`src/rtl/alu_ctrl_pkg.sv`:
```
// alu_ctrl_pkg: shared widths, ALU opcode names and controller FSM states for alu_arbiter.
package alu_ctrl_pkg;
    localparam int DATA_W = 8;
    localparam int OP_W   = 4;

    typedef enum logic [OP_W-1:0] {
        OP_ADD, OP_SUB, OP_MUL, OP_DIV, OP_ADDA, OP_MULA, OP_MAC, OP_ROL,
        OP_ROR, OP_AND, OP_OR, OP_XOR, OP_NAND, OP_ETH, OP_GTH, OP_LTH
    } alu_op_e;

    typedef enum logic [2:0] {IDLE, ISSUE, CAPTURE, RESP, CLR} state_e;
endpackage

```
`src/rtl/alu_arbiter_if.sv`:
```
// alu_arbiter_if: requester handshakes, shared result bus and ALU drive of alu_arbiter.
interface alu_arbiter_if;
    import alu_ctrl_pkg::*;
    logic              req0_valid, req1_valid, req0_ready, req1_ready;
    logic              req0_lock, req1_lock, rsp0_valid, rsp1_valid, owner, locked;
    logic [OP_W-1:0]   req0_opcode, req1_opcode, alu_opcode;
    logic [DATA_W-1:0] req0_a, req0_b, req1_a, req1_b, rsp_data, alu_a, alu_b, alu_out;

    modport master (
        output req0_valid, req0_opcode, req0_a, req0_b, req0_lock,
        output req1_valid, req1_opcode, req1_a, req1_b, req1_lock, alu_out,
        input  req0_ready, req1_ready, rsp0_valid, rsp1_valid, rsp_data,
        input  owner, locked, alu_opcode, alu_a, alu_b
    );

    modport slave (
        input  req0_valid, req0_opcode, req0_a, req0_b, req0_lock,
        input  req1_valid, req1_opcode, req1_a, req1_b, req1_lock, alu_out,
        output req0_ready, req1_ready, rsp0_valid, rsp1_valid, rsp_data,
        output owner, locked, alu_opcode, alu_a, alu_b
    );
endinterface

```
`src/rtl/alu_arbiter_rr_arb2.sv`:
```
// rr_arb2: two-way round-robin grant; a held lock restricts the grant to the current owner.
module rr_arb2 (
    input  logic       clk,
    input  logic       rst_n,
    input  logic [1:0] valid,
    input  logic       en,
    input  logic       done,
    input  logic       done_lock,
    input  logic       owner,
    output logic [1:0] gnt,
    output logic       locked
);
    logic ptr_q, ptr_d, locked_q, locked_d, pick;

    always_comb begin
        pick     = locked_q ? owner : (&valid ? ptr_q : valid[1]);
        gnt      = en && valid[pick] ? (pick ? 2'b10 : 2'b01) : 2'b00;
        ptr_d    = done && !done_lock ? ~owner : ptr_q;
        locked_d = done ? done_lock : locked_q;
    end

    always_ff @(posedge clk or negedge rst_n) begin
        if (!rst_n) begin
            ptr_q    <= 1'b0;
            locked_q <= 1'b0;
        end else begin
            ptr_q    <= ptr_d;
            locked_q <= locked_d;
        end
    end

    assign locked = locked_q;
endmodule

```
`src/rtl/alu_arbiter.sv`:
```
// alu_arbiter: shares one clocked ALU between two requesters, parking it between ops.
// Define ACC_CLEAR_EN to zero the accumulator on reset release and after each lock release.
module alu_arbiter
    import alu_ctrl_pkg::*;
#(
    parameter int              ALU_LAT = 1,
    parameter logic [OP_W-1:0] PARK_OP = 4'h0
) (
    input logic          clk,
    input logic          rst_n,
    alu_arbiter_if.slave bus
);
    localparam int CW = ALU_LAT > 1 ? $clog2(ALU_LAT) : 1;
    localparam logic [CW-1:0] CNT_LAST = CW'(ALU_LAT - 1);
`ifdef ACC_CLEAR_EN
    localparam state_e RST_STATE = CLR;
`else
    localparam state_e RST_STATE = IDLE;
`endif

    state_e            state_q, state_d;
    logic [CW-1:0]     cnt_q, cnt_d;
    logic [OP_W-1:0]   op_q, op_d;
    logic [DATA_W-1:0] a_q, a_d, b_q, b_d, rsp_data_q, rsp_data_d;
    logic              lock_q, lock_d, owner_q, owner_d, locked, done;
    logic [1:0]        gnt;

    assign done = state_q == RESP;

    // ready must stay low while rst_n is asserted, so the grant is gated by it
    rr_arb2 u_arb (
        .clk       (clk),
        .rst_n     (rst_n),
        .valid     ({bus.req1_valid, bus.req0_valid}),
        .en        (state_q == IDLE && rst_n),
        .done      (done),
        .done_lock (lock_q),
        .owner     (owner_q),
        .gnt       (gnt),
        .locked    (locked)
    );

    always_comb begin
        state_d    = state_q;
        cnt_d      = cnt_q;
        op_d       = op_q;
        a_d        = a_q;
        b_d        = b_q;
        lock_d     = lock_q;
        owner_d    = owner_q;
        rsp_data_d = rsp_data_q;
        case (state_q)
            IDLE: if (|gnt) begin
                state_d = ISSUE;
                owner_d = gnt[1];
                op_d    = gnt[1] ? bus.req1_opcode : bus.req0_opcode;
                a_d     = gnt[1] ? bus.req1_a : bus.req0_a;
                b_d     = gnt[1] ? bus.req1_b : bus.req0_b;
                lock_d  = gnt[1] ? bus.req1_lock : bus.req0_lock;
            end
            ISSUE: begin
                state_d = CAPTURE;
                cnt_d   = '0;
            end
            CAPTURE: begin
                cnt_d = cnt_q + 1'b1;
                if (cnt_q == CNT_LAST) begin
                    state_d    = RESP;
                    rsp_data_d = bus.alu_out;
                end
            end
`ifdef ACC_CLEAR_EN
            RESP: state_d = locked && !lock_q ? CLR : IDLE;
`else
            RESP: state_d = IDLE;
`endif
            default: state_d = IDLE;
        endcase
    end

    always_ff @(posedge clk or negedge rst_n) begin
        if (!rst_n) begin
            state_q    <= RST_STATE;
            cnt_q      <= '0;
            op_q       <= '0;
            a_q        <= '0;
            b_q        <= '0;
            lock_q     <= 1'b0;
            owner_q    <= 1'b0;
            rsp_data_q <= '0;
        end else begin
            state_q    <= state_d;
            cnt_q      <= cnt_d;
            op_q       <= op_d;
            a_q        <= a_d;
            b_q        <= b_d;
            lock_q     <= lock_d;
            owner_q    <= owner_d;
            rsp_data_q <= rsp_data_d;
        end
    end

    assign bus.req0_ready = gnt[0];
    assign bus.req1_ready = gnt[1];
    assign bus.rsp0_valid = done && !owner_q;
    assign bus.rsp1_valid = done && owner_q;
    assign bus.rsp_data   = rsp_data_q;
    assign bus.owner      = owner_q;
    assign bus.locked     = locked;
    // MULA with a zero operand is what clears the accumulator in CLR
    assign bus.alu_opcode = state_q == ISSUE ? op_q : (state_q == CLR ? OP_MULA : PARK_OP);
    assign bus.alu_a      = state_q == ISSUE ? a_q : '0;
    assign bus.alu_b      = state_q == ISSUE ? b_q : '0;
endmodule
```
`src/flat_wrapper.sv`:
```
// flat-port wrapper written by rule: the top's interface ports become plain ports
module alu_arbiter_flat import alu_ctrl_pkg::*;
#(
    parameter int              ALU_LAT = 1,
    parameter logic [OP_W-1:0] PARK_OP = 4'h0
)
  (clk, rst_n, bus_req0_valid, bus_req0_opcode, bus_req0_a, bus_req0_b, bus_req0_lock, bus_req1_valid, bus_req1_opcode, bus_req1_a, bus_req1_b, bus_req1_lock, bus_alu_out, bus_req0_ready, bus_req1_ready, bus_rsp0_valid, bus_rsp1_valid, bus_rsp_data, bus_owner, bus_locked, bus_alu_opcode, bus_alu_a, bus_alu_b);
  alu_arbiter_if bus_i ();
  input logic clk;
  input logic rst_n;
  input wire logic [$bits(bus_i.req0_valid)-1:0] bus_req0_valid;
  input wire logic [$bits(bus_i.req0_opcode)-1:0] bus_req0_opcode;
  input wire logic [$bits(bus_i.req0_a)-1:0] bus_req0_a;
  input wire logic [$bits(bus_i.req0_b)-1:0] bus_req0_b;
  input wire logic [$bits(bus_i.req0_lock)-1:0] bus_req0_lock;
  input wire logic [$bits(bus_i.req1_valid)-1:0] bus_req1_valid;
  input wire logic [$bits(bus_i.req1_opcode)-1:0] bus_req1_opcode;
  input wire logic [$bits(bus_i.req1_a)-1:0] bus_req1_a;
  input wire logic [$bits(bus_i.req1_b)-1:0] bus_req1_b;
  input wire logic [$bits(bus_i.req1_lock)-1:0] bus_req1_lock;
  input wire logic [$bits(bus_i.alu_out)-1:0] bus_alu_out;
  output wire logic [$bits(bus_i.req0_ready)-1:0] bus_req0_ready;
  output wire logic [$bits(bus_i.req1_ready)-1:0] bus_req1_ready;
  output wire logic [$bits(bus_i.rsp0_valid)-1:0] bus_rsp0_valid;
  output wire logic [$bits(bus_i.rsp1_valid)-1:0] bus_rsp1_valid;
  output wire logic [$bits(bus_i.rsp_data)-1:0] bus_rsp_data;
  output wire logic [$bits(bus_i.owner)-1:0] bus_owner;
  output wire logic [$bits(bus_i.locked)-1:0] bus_locked;
  output wire logic [$bits(bus_i.alu_opcode)-1:0] bus_alu_opcode;
  output wire logic [$bits(bus_i.alu_a)-1:0] bus_alu_a;
  output wire logic [$bits(bus_i.alu_b)-1:0] bus_alu_b;
  assign bus_i.req0_valid = bus_req0_valid;
  assign bus_i.req0_opcode = bus_req0_opcode;
  assign bus_i.req0_a = bus_req0_a;
  assign bus_i.req0_b = bus_req0_b;
  assign bus_i.req0_lock = bus_req0_lock;
  assign bus_i.req1_valid = bus_req1_valid;
  assign bus_i.req1_opcode = bus_req1_opcode;
  assign bus_i.req1_a = bus_req1_a;
  assign bus_i.req1_b = bus_req1_b;
  assign bus_i.req1_lock = bus_req1_lock;
  assign bus_i.alu_out = bus_alu_out;
  assign bus_req0_ready = bus_i.req0_ready;
  assign bus_req1_ready = bus_i.req1_ready;
  assign bus_rsp0_valid = bus_i.rsp0_valid;
  assign bus_rsp1_valid = bus_i.rsp1_valid;
  assign bus_rsp_data = bus_i.rsp_data;
  assign bus_owner = bus_i.owner;
  assign bus_locked = bus_i.locked;
  assign bus_alu_opcode = bus_i.alu_opcode;
  assign bus_alu_a = bus_i.alu_a;
  assign bus_alu_b = bus_i.alu_b;
  alu_arbiter #(.ALU_LAT(ALU_LAT), .PARK_OP(PARK_OP)) u_core (.clk(clk), .rst_n(rst_n), .bus(bus_i));
endmodule
```
`config.mk`:
```
export PLATFORM = sky130hd
export DESIGN_NAME = alu_arbiter_flat
export DESIGN_NICKNAME = d
export VERILOG_FILES = /design/src/rtl/alu_ctrl_pkg.sv /design/src/rtl/alu_arbiter_if.sv /design/src/rtl/alu_arbiter_rr_arb2.sv /design/src/rtl/alu_arbiter.sv /design/src/flat_wrapper.sv
export SDC_FILE = /design/constraint.sdc
export NUM_CORES = 1
export LEC_CHECK = 0
export BUFFER_PORTS_ARGS = -buffer_cell sky130_fd_sc_hd__buf_4
export CAP_MARGIN = 20
export CORE_UTILIZATION = 43
export CTS_BUF_LIST = sky130_fd_sc_hd__clkbuf_2 sky130_fd_sc_hd__clkbuf_4 sky130_fd_sc_hd__clkbuf_8
export DETAILED_ROUTE_END_ITERATION = 12
export GPL_TIMING_DRIVEN = 0
export PLACE_DENSITY = 0.79
export SLEW_MARGIN = 20
export SYNTH_ARGS = -nofsm -noshare
export SYNTH_HDL_FRONTEND = slang
export SYNTH_SLANG_ARGS = --single-unit
```
`constraint.sdc`:
```
create_clock -name clk -period 1.7 [get_ports clk]
set_input_delay 0.255 -clock clk [delete_from_list [all_inputs] [get_ports clk]]
set_output_delay 0.255 -clock clk [all_outputs]
set_load 0.1 [all_outputs]
```
; Word-level counts from Yosys, hierarchy flattened
; Cells that the tools add are included.
[word_totals]
out_inout_bits = 34
regBits = 36
elab_cells = 52
in_bits = 54
[classes]
muxes = 18
n_bitwise = 2
n_eq_ne = 6
order_cmp = 1
reduce_logical = 14
addsub = 1
[ops]
columns = op, count
row1 = two-way mux 8 bit, 4
row2 = two-way mux 3 bit, 3
row3 = case mux 3 bit (3 select lines), 1
row4 = two-way mux 4 bit, 2
row5 = AND reduction 2 bit, 4
row6 = "equality test 3 x 2 -> 1 bit, second input constant", 2
row7 = logical AND 1 bit, 5
row8 = two-way mux 1 bit, 5
row9 = two-way mux 2 bit, 2
row10 = "inequality test 2 bit, second input constant", 2
row11 = "equality test 3 x 1 -> 1 bit, second input constant", 1
row12 = "equality test 3 bit, second input constant", 1
row13 = logical NOT 3 bit, 1
row14 = logical NOT 1 bit, 2
row15 = "< comparator 1 x 2 -> 1 bit, second input constant", 1
row16 = NOT 1 bit, 2
row17 = case mux 1 bit (2 select lines), 1
row18 = nonzero test 2 bit, 1
row19 = OR reduction 2 bit, 1
row20 = "adder 1 bit, second input constant", 1

; Longest topological paths before layout
; Gate-level depths: netlist of run 1.
[logic_depth]
ltp_word = 10
ltp_mapped = 7
depth_no_buf = 6

; Cells and area by module
; A second synthesis of run 1 with hierarchy kept.
[unflattened]
hier_cells = 168
area_unflattened_um2 = 1804.2
[modules_own_cells]
columns = mod, instances, area_each_um2, cells_each, seq_area_each_um2
row1 = alu_arbiter, 1, 1665.3, 155, 825.8
row2 = rr_arb2, 1, 138.9, 13, 50.0

; Worst setup path before layout of run 1
; OpenSTA, ideal clock, no wires.
[synth_timing]
path_kind = register -> output
start = reg u_core.owner_q, in the netlist u_core.bus.owner
end = out bus_rsp0_valid
stages_incl_launch_ff = 2
path_buffers = 0
arrival_ns = 2.262
setup_slack_ns = -0.817
required_time_ns = 1.445
cell_sequence = dfrtp_1 -> nor2b_1
[synth_via]
elab_chain_len = 2
[synth_rtl]
columns = element, line_no
row1 = "start, declared", alu_arbiter.sv:25  ; logic lock_q, lock_d, owner_q, owner_d, locked, done;
row2 = "start signal, assigned", alu_arbiter.sv:98  ; owner_q <= owner_d;
row3 = logical NOT 1 bit, alu_arbiter.sv:105  ; assign bus.rsp0_valid = done && !owner_q;
row4 = logical AND 1 bit, alu_arbiter.sv:105
row5 = "end, declared", flat_wrapper.sv:24  ; output wire logic [$bits(bus_i.rsp0_valid)-1:0] bus_rsp0_valid;
; No other way between the ends.

; Worst setup path after layout of run 1
[layout_timing]
start = reg u_core.state_q[1]
end = out bus_req0_ready
[layout_via]
elab_chain_len = 4
[layout_rtl]
columns = element, line_no
row1 = "start, declared", alu_arbiter.sv:21  ; state_e state_q, state_d;
row2 = "start signal, assigned", alu_arbiter.sv:92  ; state_q <= state_d;
row3 = logical NOT 3 bit, alu_arbiter.sv:35  ; .en (state_q == IDLE && rst_n),
row4 = logical AND 1 bit, alu_arbiter.sv:35
row5 = logical AND 1 bit, alu_arbiter_rr_arb2.sv:17  ; gnt = en && valid[pick] ? (pick ? 2'b10 : 2'b01) : 2'b00;
row6 = two-way mux 2 bit, alu_arbiter_rr_arb2.sv:17
row7 = "end, declared", flat_wrapper.sv:22  ; output wire logic [$bits(bus_i.req0_ready)-1:0] bus_req0_ready;
; No other way between the ends.

==> results.toml, run 1 <==
[detailed_routing]
wire_per_inst_um = 17.9
detail_route.iter0.violations = 97
detail_route.first_pass.iterations = 4
final_antenna_violating_net_count = 0
route.vias.total = 1638
routed_wirelength_um = 5520
route.detailed.drc = 0
via_per_inst = 5.32

[floorplanning]
die_area_um2 = 4480
num_io_pins = 88
core_area_um2 = 4030
initial_cell_density_of_the_core = 0.450
dieHeight_um = 66.9
floorplan.rows = 23
die_x_um = 66.9

[global_route]
global_route.usage.total = 0.247
grt_pass1_vias = 1630
grt_max_degree = 36
first_pass_grt_wire_length_um = 7910
initial_antenna_violation_count = 0
grt_overflow_total = 0

[timing]
fin_ws_ps = -197
rsz_0062_raised_after_global_routing = "true"
final.setup_skew_ps = 3.93
worst-slew-pin-transition_ps = 397
report.final.hold_viol_count = 0
timing.final.setup_violations = 23
report.final.slew_viol_count = 0
timing.fmax_ghz = 0.527
min_period_over_period = 1.12
period_needed_ps = 1900
slew_headroom = 0.735

[cells_and_area]
antennaDiodeCount = 0
multi_input_comb_area_um2 = 968
syn2layout_area_growth_pct = 80.4
nFillCells = 229
fin_nets = 316
area.sequential_um2 = 883
layout_cell_share_with_drive_strength_beyond_1 = 0.620
final_util = 0.811

[synthesis]
yosys_warnings = 0
cell_types_with_the_largest_area_share_after_synthesis = "dfrtp_1 (48%), o221a_1 (13%), and2_1 (7.3%)"
synth_sequential_area_ratio = 0.483
yosys_most_used_dff = "dfrtp_1"
synth_async_sr_flop_share = 1.00
yosys.area.top_type_share = 0.483
syn_inst = 148
post_synth_instance_area_um2 = 1810
yosys.cell_count.top_type = "dfrtp_1"
synth_register_bits = 35
synth_common_cells = "dfrtp_1 (35), and2_1 (21), nand2b_1 (21), o221a_1 (21), mux2_1 (9)"
synth_fp_nets = 206
synth_edf_count = 0
ys_types = 30
syn_area_per_cell_um2 = 12.2
synth.largest_area_cell = "dfrtp_1"

[clocking]
clock_sink_count = 35
cts.clk_slew.worst_paths_ps = 70
cts_buffers = 5
cts_tree = "built"
clock_insertion_delay_worst_skew_ps = 290
clock-root-buffer = "clkbuf_8"
ctsHtreeMaxLevel = 2
clock_path_buffers = 2

[placement]
gp_congestion = 0.746
place.port_buffers = 87
hpwlAfterDp_um = 3190

[critical_path]
path_delay_family = "buffers and inverters"
worst-path-max-fanout = 3
timing_worst_setup_path_type = "reg -> out"
timing.critical_path.slowest_stage_cell = "dfrtp_1"
critical_path.cell_chain = "inv_2 -> ha_4 -> and2_4 -> and2_4 -> nand3_4 -> buf_8 -> clkinv_4 -> buf_12"
crit_arrival_ps = 1640
worstSetupEndpointType = "output port"
path_common_cell = "and2_4"
worstPathRequired_ps = 1440
critPathLaunchType = "flop"
timing.critical_path.slowest_cell_delay_ps = 410
cp.buffers_inverters = 4

[flow_run]
maxCapViolations = 0

[min_path]
hold_path_class = "in -> reg"

[status]
outcome = "finished, violations left"
failed_checks = "setup timing"
area by class of cell:
type	count	share of cell area
Inverter	6	0.00995
Sequential cell	35	0.270
Buffer	9	0.0337
Clock buffer	7	0.0257
Tap cell	50	0.0191
Timing Repair Buffer	103	0.345
Multi-Input combinational cell	98	0.296
cells in the final DEF (no fill, tap or decap), types with 2 or more instances in the layout:
master | synthesis | final
and2_4 | 3 | 24
buf_12 | 0 | 25
buf_4 | 3 | 74
buf_6 | 3 | 5
buf_8 | 0 | 4
clkbuf_16 | 0 | 2
clkbuf_4 | 0 | 2
clkbuf_8 | 0 | 5
clkinv_4 | 0 | 2
dfrtp_1 | 35 | 33
dfrtp_4 | 0 | 2
ha_4 | 0 | 3
inv_1 | 4 | 2
inv_2 | 2 | 2
mux2_1 | 9 | 9
nand2_1 | 2 | 2
nand2b_1 | 21 | 21
o221a_1 | 21 | 21
through the flow:
step                      TNS (ps)  hold WS [ps]  setup WS [ps]  instances  cell area, µm²
after floorplan              -29.5         -40.6          -29.5        148            1860
after global placement       -2180           241           -278        285            2580
after detailed placement     -2090           240           -281        285            2580
after CTS                    -1660           177           -181        305            3170
after global routing         -3400           176           -237        308            3270
final                        -2080           182           -197        308            3270
metal layers:
| metal | vias to the layer above | track usage | routed length [µm] |
|---|---|---|---|
| li1 | 742 | - | - |
| met1 | 814 | 0.315 | 2240 |
| met2 | 68 | 0.396 | 2830 |
| met3 | 14 | 0.0651 | 339 |
| met4 | 0 | 0.0931 | 110 |
| met5 | - | 0 | 0 |
timing repair:
item,CTS,global route
hold endpoints to repair,35,0
gates cloned,0,2
pin swaps,2,3
setup buffers,11,2
hold buffers,2,0
setup endpoints to repair,42,43
resized for setup,106,15
final timing paths:
check	from	depth (start not counted)	end	slack [ps]
max	u_core.state_q[1]	8	bus_req0_ready	-200
min	bus_alu_out[5]	2	u_core.bus.rsp_data[5]	180
max reg2reg	u_core.state_q[1]	8	u_core.b_q[1]	0
min reg2reg	u_core.bus.rsp_data[7]	1	u_core.bus.rsp_data[7]	480
max in group asynchronous	rst_n	3	u_core.bus.owner	980
min in group asynchronous	rst_n	3	u_core.bus.rsp_data[6]	510
state kept, by name, indices dropped and copies added, names as in the netlist:
name and count:
u_core.a_q 8, u_core.b_q 8, u_core.bus.rsp_data 8, u_core.op_q 4
u_core.state_q 2, u_core.bus.owner 1, u_core.cnt_q 1, u_core.lock_q 1
u_core.u_arb.locked 1, u_core.u_arb.ptr_q 1
kinds of logic after synthesis:
group | synth area share
compound gates | 0.187
fa+ha+maj | 0.0276
buf+inv | 0.0504
flops | 0.483
mux | 0.0622
simple gates | 0.189
Power of run 1 is left out: the tool's default activity adds up to more than one toggle a clock period on the data nets, which glitch-free logic cannot reach.
==> inputs of run 2 (changes only) <==
CORE_UTILIZATION = 40   (was 43)
HOLD_SLACK_MARGIN = 0.03   (was unset)
PLACE_DENSITY = 0.75   (was 0.79)
==> results.toml, run 2 (same netlist as run 1, synthesis figures left out) <==
[placement]
hpwlAfterDp_um = 3090
gp_congestion = 0.802
place.port_buffers = 87
post-place-cells = 287

[critical_path]
cp.buffers_inverters = 4
critical_path_depth = 8
path_common_cell = "and2_4"
r2r.worst_path.cells = 9
timing.critical_path.slowest_cell_delay_ps = 400
critPathLaunchType = "flop"
crit_arrival_ps = 1630
path_delay_family = "buffers and inverters"
timing.critical_path.slowest_stage_cell = "dfrtp_1"
reg2reg_setup_slack_ps = -30
worst-path-max-fanout = 3
worstSetupEndpointType = "output port"
critical_path.cell_chain = "inv_2 -> ha_4 -> and2_4 -> and2_4 -> nand3_4 -> buf_8 -> clkinv_4 -> buf_12"
worst_r2r_endpoint = "u_core.state_q[1]"
timing_worst_setup_path_type = "reg -> out"
startpoint_of_the_most_critical_register_to_register_path = "u_core.state_q[0]"
worstPathRequired_ps = 1440

[min_path]
hold-path-cell-count = 2
timing.hold.worst.start = "bus_alu_out[1]"
hold_path_class = "in -> reg"
timing.hold.worst_endpoint = "u_core.bus.rsp_data[1]"

[global_route]
first_pass_grt_wire_length_um = 7950
grt_pass1_vias = 1633
global_route.usage.total = 0.213
initial_antenna_violation_count = 0
grt_overflow_total = 0
grt_max_degree = 36

[timing]
rsz_0062_raised_after_global_routing = "true"
slew_headroom = 0.770
timing.fmax_ghz = 0.531
fin_ws_ps = -182
timing.final.setup_violations = 23
final.setup_skew_ps = 4.85
report.final.slew_viol_count = 0
fin_hold_ws_ps = 189
report.final.hold_viol_count = 0
min_period_over_period = 1.11
setup_tns_ps = -2820
worst-slew-pin-transition_ps = 344
period_needed_ps = 1880

[clocking]
clock-root-buffer = "clkbuf_8"
ctsHtreeMaxLevel = 2
clock_path_buffers = 2
clock_insertion_delay_worst_skew_ps = 280
cts.clk_slew.worst_paths_ps = 70
clock_sink_count = 35
cts_tree = "built"
cts_buffers = 5

[floorplanning]
core_area_um2 = 4350
dieHeight_um = 69.3
die_area_um2 = 4800
num_io_pins = 88
floorplan.rows = 24
die_x_um = 69.3
initial_cell_density_of_the_core = 0.416

[status]
outcome = "finished, violations left"
failed_checks = "setup timing"

[detailed_routing]
detail_route.first_pass.iterations = 4
route.vias.total = 1583
final_antenna_violating_net_count = 0
routed_wirelength_um = 5060
via_per_inst = 5.09
wire_per_inst_um = 16.3
detail_route.iter0.violations = 65
route.detailed.drc = 0

[cells_and_area]
layout.cells.most_common = "buf_4"
fin_nets = 317
layout_cell_share_with_drive_strength_beyond_1 = 0.622
antennaDiodeCount = 0
syn2layout_area_growth_pct = 78.1
mostFrequentLayoutCells = "buf_4 (76), dfrtp_1 (33), buf_12 (25)"
final_cells = 311

[flow_run]
maxCapViolations = 0
==> run 2: cell types whose count changed in the layout (fill, tap and decap cells not counted), moves of 2 or more <==
cell      delta
clkbuf_8     +3
buf_4        +2
and2_4      -20
and2_2      +20
buf_8        -2
==> run 2: final cells by class <==
type / instances / area [µm²]
Fill cell: 293 / 1130
Timing Repair Buffer: 104 / 1120
Multi-Input combinational cell: 98 / 931
Sequential cell: 35 / 883
Buffer: 9 / 106
Clock buffer: 6 / 82.6
Tap cell: 52 / 65.1
Inverter: 6 / 32.5
Clock inverter: 1 / 5.00
==> run 2: timing repair <==
item                       in CTS  in global routing
buffers inserted               11                  4
hold buffers                    2                  0
gates resized for setup        87                 12
setup endpoints to repair      42                 49
pin swaps                       2                  5
hold endpoints to repair       35                  0
cloned                          0                  1
==> run 2: through the flow <==
| step | setup WS (ps) | instance area [µm²] | util |
|---|---|---|---|
| finish | -182 | 3230 | 0.741 |
| detailed placement | -278 | 2580 | 0.593 |
| global route | -244 | 3230 | 0.741 |
| floorplan | -29.5 | 1860 | - |
| global placement | -265 | 2580 | 0.593 |
| CTS | -179 | 3140 | 0.722 |
==> run 2: worst register-to-register path, cell delays in order, from the launching register on <==
cell	delay, ps
dfrtp_1	400
inv_2	90
ha_4	140
and2_4	130
buf_4	100
buf_4	100
o311ai_4	130
buf_6	180
a221o_1	300
o21ai_1	80
==> run 2: worst max path at each step <==
| stage | slack (ps) | endpoint | start |
|---|---|---|---|
| floorplan | -30 | bus_rsp0_valid | u_core.bus.owner |
| global placement | -270 | bus_req0_ready | rst_n |
| detailed placement | -280 | bus_req0_ready | u_core.state_q[1] |
| CTS | -180 | bus_req0_ready | u_core.state_q[1] |
| global route | -240 | bus_req0_ready | u_core.state_q[1] |
| finish | -180 | bus_req0_ready | u_core.state_q[0] |
==> run 2: routing by layer <==
metal / up-vias / track usage / routed length (µm)
met5: - / 0 / 0
met4: 0 / 0.0408 / 36
met3: 5 / 0.0698 / 399
met2: 70 / 0.368 / 2560
met1: 760 / 0.260 / 2060
li1: 748 / - / -
Power of run 2 is left out for the same reason.
